==> src/rtl/fifo_pkg.sv <==
// fifo_pkg: shared FIFO constants, count-width helper and error-cause encoding
// Used by fifo_umbral and by the central controller that decodes error causes.
package fifo_pkg;

    typedef enum logic [1:0] {
        ERR_NONE,
        ERR_OVERFLOW,
        ERR_UNDERFLOW
    } err_cause_t;

    function automatic int cnt_w(input int addr_w);
        return addr_w + 1;
    endfunction

    function automatic int af_default(input int addr_w);
        return (1 << addr_w) - 1;
    endfunction

    function automatic int ae_default(input int addr_w);
        return (addr_w >= 0) ? 1 : 1;
    endfunction

endpackage

==> src/rtl/fifo_mem.sv <==
// fifo_mem: DEPTH x DATA_W register array, one write port, one registered read port
// Ports: clk, reset (sync, clears only the read register), wr_en/wr_addr/wr_data,
//        rd_en/rd_addr, rd_data (updated the cycle after rd_en, held otherwise).
module fifo_mem #(
    parameter int DATA_W = 6,
    parameter int ADDR_W = 2
) (
    input  logic              clk,
    input  logic              reset,
    input  logic              wr_en,
    input  logic [ADDR_W-1:0] wr_addr,
    input  logic [DATA_W-1:0] wr_data,
    input  logic              rd_en,
    input  logic [ADDR_W-1:0] rd_addr,
    output logic [DATA_W-1:0] rd_data
);

    logic [DATA_W-1:0] mem [1 << ADDR_W];

    always_ff @(posedge clk)
        if (wr_en) mem[wr_addr] <= wr_data;

    // A read to the slot being written in the same cycle returns the old contents.
    always_ff @(posedge clk)
        if (reset) rd_data <= '0;
        else if (rd_en) rd_data <= mem[rd_addr];

endmodule

==> src/rtl/fifo_umbral.sv <==
// fifo_umbral: synchronous FIFO with programmable almost-full/almost-empty thresholds
// Ports: clk, reset (sync, active-high); umbral_load/umbral_af/umbral_ae threshold load;
//        push/data_in write; pop read; data_out/valid_out registered read data (latency 1);
//        fifo_empty, fifo_full, almost_full, almost_empty, fifo_error status.
// Macro FIFO_ERR_STICKY_EN: fifo_error latches until reset instead of pulsing.
module fifo_umbral
    import fifo_pkg::*;
#(
    parameter int DATA_W = 6,
    parameter int ADDR_W = 2
) (
    input  logic              clk,
    input  logic              reset,
    input  logic              umbral_load,
    input  logic [ADDR_W:0]   umbral_af,
    input  logic [ADDR_W:0]   umbral_ae,
    input  logic              push,
    input  logic [DATA_W-1:0] data_in,
    input  logic              pop,
    output logic [DATA_W-1:0] data_out,
    output logic              valid_out,
    output logic              fifo_empty,
    output logic              fifo_full,
    output logic              almost_full,
    output logic              almost_empty,
    output logic              fifo_error
);

    localparam int CW = cnt_w(ADDR_W);
    localparam logic [CW-1:0] DEPTH_C = CW'(1 << ADDR_W);
    localparam logic [CW-1:0] ONE = CW'(1);
    localparam logic [CW-1:0] AF_RST = CW'(af_default(ADDR_W));
    localparam logic [CW-1:0] AE_RST = CW'(ae_default(ADDR_W));

    logic [ADDR_W-1:0] wr_ptr, rd_ptr;
    logic [CW-1:0]     count, af_r, ae_r;
    logic              wr_ok, rd_ok;
    err_cause_t        cause;

    // A push while full still succeeds when a pop frees the slot in the same cycle.
    assign wr_ok = push & (~fifo_full | pop);
    assign rd_ok = pop & ~fifo_empty;
    assign cause = (push & fifo_full & ~pop) ? ERR_OVERFLOW :
                   (pop & fifo_empty)        ? ERR_UNDERFLOW : ERR_NONE;

    assign fifo_empty   = count == '0;
    assign fifo_full    = count == DEPTH_C;
    assign almost_full  = count >= af_r;
    assign almost_empty = count <= ae_r;

    always_ff @(posedge clk)
        if (reset) begin
            wr_ptr     <= '0;
            rd_ptr     <= '0;
            count      <= '0;
            af_r       <= AF_RST;
            ae_r       <= AE_RST;
            valid_out  <= 1'b0;
            fifo_error <= 1'b0;
        end else begin
            if (wr_ok) wr_ptr <= wr_ptr + 1'b1;
            if (rd_ok) rd_ptr <= rd_ptr + 1'b1;
            if (wr_ok && !rd_ok) count <= count + ONE;
            else if (rd_ok && !wr_ok) count <= count - ONE;
            if (umbral_load) begin
                af_r <= (umbral_af > DEPTH_C) ? DEPTH_C : umbral_af;
                ae_r <= (umbral_ae > DEPTH_C) ? DEPTH_C : umbral_ae;
            end
            valid_out <= rd_ok;
`ifdef FIFO_ERR_STICKY_EN
            if (cause != ERR_NONE) fifo_error <= 1'b1;
`else
            fifo_error <= cause != ERR_NONE;
`endif
        end

    fifo_mem #(.DATA_W(DATA_W), .ADDR_W(ADDR_W)) u_mem (
        .clk     (clk),
        .reset   (reset),
        .wr_en   (wr_ok),
        .wr_addr (wr_ptr),
        .wr_data (data_in),
        .rd_en   (rd_ok),
        .rd_addr (rd_ptr),
        .rd_data (data_out)
    );

endmodule

==> config.mk <==
export PLATFORM = sky130hd
export DESIGN_NAME = fifo_umbral
export DESIGN_NICKNAME = d
export VERILOG_FILES = /design/src/rtl/fifo_pkg.sv /design/src/rtl/fifo_mem.sv /design/src/rtl/fifo_umbral.sv
export SDC_FILE = /design/constraint.sdc
export NUM_CORES = 1
export LEC_CHECK = 0
export BUFFER_PORTS_ARGS = -buffer_cell sky130_fd_sc_hd__buf_2
export CELL_PAD_IN_SITES_DETAIL_PLACEMENT = 1
export CELL_PAD_IN_SITES_GLOBAL_PLACEMENT = 1
export CORE_ASPECT_RATIO = 1.4
export CORE_MARGIN = 3
export CORE_UTILIZATION = 35
export CTS_CLUSTER_SIZE = 28
export DETAILED_ROUTE_END_ITERATION = 8
export PLACE_DENSITY_LB_ADDON = 0.1
export SLEW_MARGIN = 10
export SYNTH_ARGS = -nofsm -noshare
export SYNTH_HDL_FRONTEND = slang
export SYNTH_SLANG_ARGS = --single-unit
==> constraint.sdc <==
create_clock -name clk -period 2.6 [get_ports clk]
set_clock_uncertainty 0.15 [all_clocks]
set_input_delay 0 -clock clk [delete_from_list [all_inputs] [get_ports clk]]
set_output_delay 0 -clock clk [all_outputs]
set_load 0.01 [all_outputs]
======== After elaboration in Yosys (flattened, before gate mapping) ========
Memory sizes are Yosys's and may differ from the RTL's. A register that Yosys moved wholly into a read port is not among the register bits.
Cells that the tools add are included.
storage, ports and cells
  bits in registers ....................... 15
  RAM bits ................................ 24
  memories ................................ 1
cells by class
  add/subtract/negate cells ............... 4
  magnitude comparators ................... 4
  equal/unequal tests ..................... 1
  multiplexer cells ....................... 8
  bitwise gates (word level) .............. 9
  reduce and logical (&&, ||, !) cells .... 7
memories
  memory     depth  width  rd ports  clocked after memory_dff  write ports  RTL line        source
  u_mem.mem  4      6      1         1                         1            fifo_mem.sv:18  logic [DATA_W-1:0] mem [1 << ADDR_W];
operator list
  operator                                                             number
  3-bit two-way mux                                                    4
  3-bit greater-than comparator (second input constant)                2
  1-bit bitwise AND                                                    5
  2-bit by 1-bit adder with 2-bit output (second input constant)       2
  2-bit two-way mux                                                    2
  2-bit nonzero test                                                   2
  3-bit by 1-bit adder with 3-bit output (second input constant)       1
  3-bit equality test (second input constant)                          1
  3-bit >= comparator                                                  1
  3-bit less-or-equal comparator                                       1
  3-bit zero test                                                      1
  1-bit inverter                                                       3
  3-bit by 1-bit subtractor with 3-bit output (second input constant)  1
  1-bit logical AND                                                    2
  1-bit zero test                                                      2
  1-bit two-way mux                                                    2
  1-bit OR                                                             1

======== Logic depth before layout (Yosys ltp) ========
Gate-level depths: netlist (run 1).
  depth in word-level cells ............... 8
  gate-level depth with buffers ........... 8

======== By module ========
Synthesis (run 1) repeated with hierarchy kept, for this count alone.
unflattened totals
  cells, all modules ...................... 151
  area total of the unflattened synthesis .. 1933.1 um^2
by module, submodules not included
  module       times used  cells each  area each (um^2)
  fifo_mem     1           63          1128.6
  fifo_umbral  1           88          804.5

======== Worst setup path before layout (run 1) ========
Ideal clock, no wire load.
  path type ............................... reg2reg
  from .................................... register count[0]
  to ...................................... register count[2]
  arrival ................................. 2115 ps
  required time ........................... 2380 ps
  path slack .............................. 265 ps
  stages on the path, launching flop included .. 9
  period minus slack after synthesis ...... 2335 ps
  path through ............................ dfxtp_1 > o31ai_1 > buf_4 > ha_1 > inv_1 > fa_1 > xor2_1 > or3_2 > a21oi_1
between the ends
  cells in the longest elaborated chain, start to end .. 7
  elaborated cells on any way between the ends .. 16
ends and longest elaborated chain
  element                              RTL line           source
  from (decl)                          fifo_umbral.sv:36  logic [CW-1:0] count, af_r, ae_r;
  from (signal assigned)               fifo_umbral.sv:63  if (wr_ok && !rd_ok) count <= count + ONE;
  from (signal assigned)               fifo_umbral.sv:64  else if (rd_ok && !wr_ok) count <= count - ONE;
  3-bit equality test                  fifo_umbral.sv:47  assign fifo_full = count == DEPTH_C;
  1-bit inverter                       fifo_umbral.sv:41  assign wr_ok = push & (~fifo_full | pop);
  1-bit OR                             fifo_umbral.sv:41
  1-bit bitwise AND                    fifo_umbral.sv:41
  1-bit zero test                      fifo_umbral.sv:64
  1-bit logical AND                    fifo_umbral.sv:64
  2-bit nonzero test (no source line)  n/a
Several ways; a longest one is shown, not always the timed one. The select of a mux whose other input is x is not followed.
A chain may end at the register's enable or synchronous reset.

======== Final worst setup path (run 1) ========
  from .................................... register count[0]
  to ...................................... register count[2]
between the ends
  cells in the longest elaborated chain, start to end .. 7
  elaborated cells on any way between the ends .. 16
ends and longest elaborated chain
  element                              RTL line           source
  3-bit equality test *                fifo_umbral.sv:47
  1-bit inverter *                     fifo_umbral.sv:41
  1-bit OR *                           fifo_umbral.sv:41
  1-bit bitwise AND *                  fifo_umbral.sv:41
  via u_mem.wr_en                      fifo_mem.sv:10     input logic wr_en,
  1-bit zero test                      fifo_umbral.sv:64
  1-bit logical AND                    fifo_umbral.sv:64
  2-bit nonzero test (no source line)  n/a
Mark *: on every way through the listed nets, which the timed path passes. The rest lies on a longest branch. The select of a mux whose other input is x is not followed.

==> results by group, run 1 <==
Pwr
  • Leak Pwr: 1.03 nW
  • Maximum vdd drop: 0.318 mV
  • Sequential share of power: 44.6%
  • Sw frac: 30.5%
  • Psw: 0.661 mW
  • Power Density: 884 mW/mm^2
  • Combinational share of power: 32.0%
  • Clock power share: 23.4%
  • Cell-internal power: 1.51 mW

Status
  • Status: completed

Routing
  • Routed vias/inst: 4.72
  • DRT Pass-1 Iters: 4
  • Via count: 1236
  • Iter 0 DRT Violations: 34
  • # DRC: 0
  • Met2 Routed Length: 2080 um
  • Routed WL: 3770 um
  • Max layer used: met4
  • DRT met1 WL: 1490 um
  • WL met3: 133 um
  • Antenna Violating Nets Remaining: 0
  • Drt wl/cell: 14.4 um

Yosys
  • Register bit total from synthesis: 45
  • Synthesized Nets: 174
  • Sequential area share after synthesis: 58.6%
  • YS warnings: 0
  • Synthesized area per cell: 13.4 um^2
  • Mapped Cells: 145
  • Distinct cells, synth: 31
  • Mapped cell area: 0.00195 mm^2

Global route
  • Total GRT Usage: 12.6%
  • Initial antenna violation count: 0
  • Number of global-route vias before repair: 1346
  • First-pass GRT wire length: 6280 um
  • Largest net degree at the start of global routing: 24
  • Overflow after GRT: 0

Setup path
  • Worst setup SP type: flop
  • CP Class: reg2reg
  • CP peak stage delay: 560 ps
  • Crit end category: flop
  • RR Endpoint: count[2]$_SDFFE_PP0P_
  • Worst path slowest cell: dfxtp_1
  • Peak fanout along the critical path: 7
  • Reg-to-reg setup timing slack: 110 ps
  • CP arrival: 2560 ps
  • CP Data Required Time: 2670 ps
  • Cell Chain, Critical Path: nor3b_4, a21boi_4, ha_1, inv_1, fa_1, xor2_1, or3_2, a21oi_1
  • Reg2reg start: count[0]$_SDFFE_PP0P_
  • Reg2Reg Depth: 8

Timing
  • Minimum clock period: 2490 ps
  • RSZ-0062 raised after global routing: no
  • Setup TNS: 0 ps
  • Worst Tran Pin Value: 526 ps
  • Final Hold Fails: 0
  • Pins Over Slew Limit: 0
  • Final hold slack: 95.6 ps
  • Achievable Freq: 402 MHz
  • Rel. slew slack: 64.9%
  • Tcrit/Tclk final: 95.7%
  • Setup Viol. Count Final: 0

Hold path
  • HP Start: push
  • Hold EP: wr_ptr[1]$_SDFFE_PP0P_
  • Hold Crit Class: in2reg
  • Hold path cells: 4

Floorplanning
  • Core Region: 0.00528 mm^2
  • Die ar.: 0.00651 mm^2
  • Initial cell density of the core: 36.9%
  • Ports: 29
  • Die Ht: 94.3 um
  • Die X: 69.1 um
  • Num rows: 31

Finish
  • Fin nets: 224
  • Register area: 0.00114 mm^2
  • Final Core Density: 46.4%
  • Ant diodes: 0
  • Layout area overhead: 25.8%
  • Fill count: 595
  • Share of layout cells above drive strength 1: 26.5%
  • Footprint of the multi-input gates: 739 um^2
  • Finished Layout Cells: 262

Flow run
  • Maxcap violations: 0

Placed design
  • GPL Wtd Cong: 0.684
  • Post-Place Cells: 236
  • Port bufs: 28
  • Post-DP HPWL: 2720 um

Clocking
  • TritonCTS Buffers: 5
  • Clock buffer depth: 2
  • Clk root buf: clkbuf_8
  • CTS tree: built
  • Post-CTS Setup Bufs: 0
  • H-tree Lvls: 2
  • Worst skew pair latency: 290 ps
  • Sink Count: 45
  • Clock-pin slew on the worst setup and hold paths: 80 ps
==> synth_stat cells <==
cell,n,share of area [%]
mux2_4,1,0.77
fa_1,1,1.0
o311ai_0,1,0.45
nor3b_4,1,0.96
nor2b_1,1,0.32
dfxtp_1,21,22
a21o_1,2,0.77
and2_2,4,1.5
clkbuf_1,1,0.19
ha_1,11,7.1
inv_1,10,1.9
a21oi_1,6,1.5
mux4_2,6,6.9
buf_6,1,0.58
mux2i_1,10,5.1
buf_1,2,0.39
o21a_1,1,0.39
xor2_1,4,1.8
edfxtp_1,24,37
nor2_1,15,2.9
or3_2,1,0.39
buf_2,1,0.26
o21ai_0,5,1.3
buf_4,1,0.39
nand3_1,2,0.51
nand3b_1,1,0.39
a21boi_4,1,0.96
nor3_1,1,0.26
o31ai_1,1,0.39
nand2_1,5,0.96
nand2b_1,3,0.96
==> through the flow <==
step | setup WS, ps | power (mW) | cell area (um^2)
after global routing | 6.15 | 2.32 | 2450
after global placement | 306 | 1.62 | 2160
after floorplan | 265 | 1.45 | 1950
final | 112 | 2.17 | 2450
after detailed placement | 95.0 | 1.66 | 2160
after CTS | 65.8 | 2.20 | 2440
==> layout by cell type (no fill, tap or decap), drive strengths merged, types with 2 or more instances in the layout <==
cell type     n
buf          31
a21o          2
a21oi         6
mux2i        10
dfxtp        21
clkbuf        6
ha           11
o21ai         5
edfxtp       24
xor2          4
nand2         5
inv          10
nor2         15
dlygate4sd3  18
mux4          6
and2          4
nand2b        3
nand3         2
==> state kept, by name (all words and copies together), names as in the netlist <==
register       flops
ae_r               3
valid_out          1
af_r               3
u_mem.rd_data      6
wr_ptr             2
rd_ptr             2
count              3
u_mem.mem         24
fifo_error         1
==> logic make-up (layout without fill, tap and decap cells) <==
family,Yosys count,count (layout),synth area share (%)
buffers and inverters,16,67,3.73
multiplexers,17,17,12.8
AO/OA/AOI/OAI,17,17,5.78
XOR/XNOR,4,4,1.80
adder cells (fa/ha/maj),12,12,8.09
AND/OR/NAND/NOR,34,34,9.18
flip-flops,45,45,58.6
==> timing repair <==
| item | 4_1_cts | 5_1_grt |
|---|---|---|
| resized for setup | 0 | 1 |
| endpoints found under the hold margin | 41 | 0 |
| hold buffers | 18 | 0 |
| endpoints found under the setup margin | 0 | 1 |
==> how the worst max path moves through the flow <==
stage,startpoint,end,slack [ps]
5_1_grt,count[0]$_SDFFE_PP0P_,count[2]$_SDFFE_PP0P_,6
6_report,count[0]$_SDFFE_PP0P_,count[2]$_SDFFE_PP0P_,110
4_1_cts,count[0]$_SDFFE_PP0P_,count[2]$_SDFFE_PP0P_,70
3_3_place_gp,count[0]$_SDFFE_PP0P_,count[2]$_SDFFE_PP0P_,310
3_5_place_dp,count[0]$_SDFFE_PP0P_,count[2]$_SDFFE_PP0P_,100
2_1_floorplan,count[0]$_SDFFE_PP0P_,count[2]$_SDFFE_PP0P_,260
==> critical path, delay by kind of cell, from the launching register on <==
family | cells | cell delay [ps]
AO/OA/AOI/OAI | 2 | 340
AND/OR/NAND/NOR | 2 | 530
adder cells (fa/ha/maj) | 2 | 600
buffers and inverters | 1 | 70
XOR/XNOR | 1 | 180
flip-flops | 1 | 560
==> power groups by stage <==
stage	clock network [mW]	registers, mW	logic (mW)
floorplan	0	0.953	0.493
global route	0.550	0.989	0.780
CTS	0.525	0.969	0.706
global placement	0	0.976	0.647
finish	0.508	0.965	0.693
detailed placement	0	0.986	0.677
==> routing by layer <==
layer | vias to the layer above | track usage [%]
met2 | 27 | 24.7
met5 | - | 0
met4 | 0 | 5.37
li1 | 609 | -
met1 | 595 | 12.6
met3 | 5 | 2.89
==> layout make-up <==
| type | count | share of cell area, % |
|---|---|---|
| inverter | 10 | 1.53 |
| clock inverter | 2 | 1.38 |
| clock buffer | 6 | 2.96 |
| sequential | 45 | 46.6 |
| timing repair buffer | 49 | 14.0 |
| multi-input combinational | 84 | 30.2 |
| tap | 66 | 3.37 |
(Power assumes the default switching activity.)
==> inputs of run 2 (changes only) <==
--- a/config.mk
+++ b/config.mk
@@ -11,6 +11,7 @@
 export CORE_ASPECT_RATIO = 1.4
 export CORE_MARGIN = 3
 export CORE_UTILIZATION = 35
+export CTS_CLUSTER_DIAMETER = 30
 export CTS_CLUSTER_SIZE = 28
 export DETAILED_ROUTE_END_ITERATION = 8
 export PLACE_DENSITY_LB_ADDON = 0.1
==> constraint.sdc (replaced) <==
create_clock -name clk -period 2.5 [get_ports clk]
set_clock_uncertainty 0.15 [all_clocks]
set_input_delay 0 -clock clk [delete_from_list [all_inputs] [get_ports clk]]
set_output_delay 0 -clock clk [all_outputs]
set_load 0.01 [all_outputs]
==> results by group, run 2 (synthesis gave the netlist of run 1 again) <==
Status
  • Status: completed

Floorplanning
  • Die Ht: 94.3 um
  • Die X: 69.1 um
  • Die ar.: 0.00651 mm^2
  • Ports: 29
  • Core Region: 0.00528 mm^2
  • Num rows: 31
  • Initial cell density of the core: 36.9%

Timing
  • Tcrit/Tclk final: 94.0%
  • Achievable Freq: 426 MHz
  • Minimum clock period: 2350 ps
  • RSZ-0062 raised after global routing: no
  • Pins Over Slew Limit: 0
  • Rel. slew slack: 67.0%
  • Final worst slack: 151 ps
  • Worst Tran Pin Value: 495 ps
  • Setup TNS: 0 ps
  • Setup Viol. Count Final: 0
  • Final Hold Fails: 0
  • Final hold slack: 316 ps

Clocking
  • CTS tree: built
  • Clk root buf: clkbuf_8
  • Clock-pin slew on the worst setup and hold paths: 80 ps
  • Sink Count: 45
  • Clock buffer depth: 2
  • H-tree Lvls: 2
  • TritonCTS Buffers: 5
  • Worst skew pair latency: 290 ps

Finish
  • Share of layout cells above drive strength 1: 27.3%
  • Top reg by flops: u_mem.mem
  • Largest registers: u_mem.mem (24), u_mem.rd_data (6)
  • Layout area overhead: 27.2%
  • Most common cell after layout, fill and taps aside: buf_2
  • Fin nets: 226
  • Ant diodes: 0
  • Largest register FFs: 24
  • Commonest non-fill, non-tap cells in the layout: buf_2 (28), edfxtp_1 (24), dfxtp_1 (21)
  • Finished Layout Cells: 264

Global route
  • Overflow after GRT: 0
  • Largest net degree at the start of global routing: 24
  • Initial antenna violation count: 0
  • Number of global-route vias before repair: 1430
  • First-pass GRT wire length: 6690 um
  • Total GRT Usage: 13.4%

Setup path
  • Crit end category: flop
  • CP Data Required Time: 2580 ps
  • CP Class: reg2reg
  • Crit-path leading delay family: adder cells
  • Worst setup SP type: flop
  • Worst path slowest cell: or3_2
  • Peak fanout along the critical path: 8
  • Buf/Inv on CP: 1
  • Reg2Reg Depth: 7
  • RR Endpoint: count[2]$_SDFFE_PP0P_
  • Reg2reg start: count[2]$_SDFFE_PP0P_
  • Cell Chain, Critical Path: o31ai_2, ha_1, inv_1, fa_1, xor2_1, or3_2, a21oi_1
  • Reg-to-reg setup timing slack: 150 ps
  • CP peak stage delay: 410 ps
  • CP arrival: 2430 ps

Routing
  • Met2 Routed Length: 2220 um
  • Iter 0 DRT Violations: 62
  • DRT met1 WL: 1580 um
  • # DRC: 0
  • Max layer used: met4
  • Routed WL: 4000 um
  • Routed vias/inst: 4.77
  • Via count: 1258
  • Drt wl/cell: 15.2 um
  • DRT Pass-1 Iters: 3
  • WL met3: 136 um
  • Antenna Violating Nets Remaining: 0

Pwr
  • Psw: 0.696 mW
  • Clock power share: 24.5%
  • Power Density: 929 mW/mm^2
  • Sw frac: 30.2%
  • Tot Pwr: 2.30 mW
  • Leak Pwr: 1.04 nW
  • Maximum vdd drop: 0.472 mV
  • Sequential share of power: 43.3%
  • Cell-internal power: 1.61 mW
  • Combinational share of power: 32.2%

Hold path
  • Hold EP: u_mem.mem[2][4]$_DFFE_PP_
  • Hold Crit Class: in2reg
  • HP Start: data_in[4]
  • Hold path cells: 2

Flow run
  • Maxcap violations: 0

Placed design
  • Post-Place Cells: 236
  • Worst slack, placed: 34.6 ps
  • GPL Wtd Cong: 0.683
  • Post-DP HPWL: 2950 um
  • Port bufs: 28
[run 2: cell types whose count changed in the layout (fill, tap and decap cells not counted), sizes merged]
cell         delta
buf             +1
clkbuf          +1
clkinv          -1
dlygate4sd3     +1
[run 2: how the worst max path moves through the flow]
| stage | start | to | slack [ps] | depth (start not counted) |
|---|---|---|---|---|
| finish | count[2]$_SDFFE_PP0P_ | count[2]$_SDFFE_PP0P_ | 150 | 7 |
| CTS | count[2]$_SDFFE_PP0P_ | count[2]$_SDFFE_PP0P_ | 10 | 8 |
| detailed placement | count[2]$_SDFFE_PP0P_ | count[2]$_SDFFE_PP0P_ | 30 | 8 |
| floorplan | count[0]$_SDFFE_PP0P_ | count[2]$_SDFFE_PP0P_ | 160 | 8 |
| global route | count[2]$_SDFFE_PP0P_ | count[2]$_SDFFE_PP0P_ | 60 | 7 |
| global placement | count[2]$_SDFFE_PP0P_ | count[2]$_SDFFE_PP0P_ | 140 | 8 |
[run 2: per-layer routing]
metal,vias to the layer above,track usage (%)
met5,-,0
met4,0,4.40
met3,6,3.10
met2,24,26.4
met1,611,13.5
li1,617,-
[run 2: power groups by stage]
stage / Combinational (mW) / Clock, mW / Sequential (mW)
detailed placement: 0.722 / 0 / 1.01
finish: 0.742 / 0.564 / 0.996
CTS: 0.753 / 0.578 / 0.998
floorplan: 0.513 / 0 / 0.991
global placement: 0.693 / 0 / 1.00
global route: 0.838 / 0.615 / 1.02
[run 2: timing repair]
| action | in CTS | in global routing |
|---|---|---|
| buffers inserted | 0 | 1 |
| resized for setup | 0 | 1 |
| hold buffers | 19 | 0 |
| endpoints found under the hold margin | 38 | 0 |
| endpoints found under the setup margin | 0 | 1 |
[run 2: per-stage QoR]
| stage | util, % | cell area [um^2] |
|---|---|---|
| after floorplan | - | 1950 |
| after global placement | 40.9 | 2160 |
| after detailed placement | 40.9 | 2160 |
| after CTS | 46.7 | 2460 |
| after global routing | 47.0 | 2480 |
| final | 47.0 | 2480 |
[run 2: final cells by class]
type                    instances  area, um^2
inverters                      10        37.5
flip-flops and latches         45        1140
fillers                       581        2800
clock buffers                   7        86.3
well taps                      66        82.6
multi-input cells              84         739
clock inverters                 1        30.0
repair buffers                 51         360
[run 2: worst reg2reg max path, delay by kind of cell, from the launching register on]
family / cells / cell delay, ps
fa+ha+maj: 2 / 610
buf+inv: 1 / 60
simple gates: 1 / 410
flops: 1 / 400
xor+xnor: 1 / 180
compound gates: 2 / 480
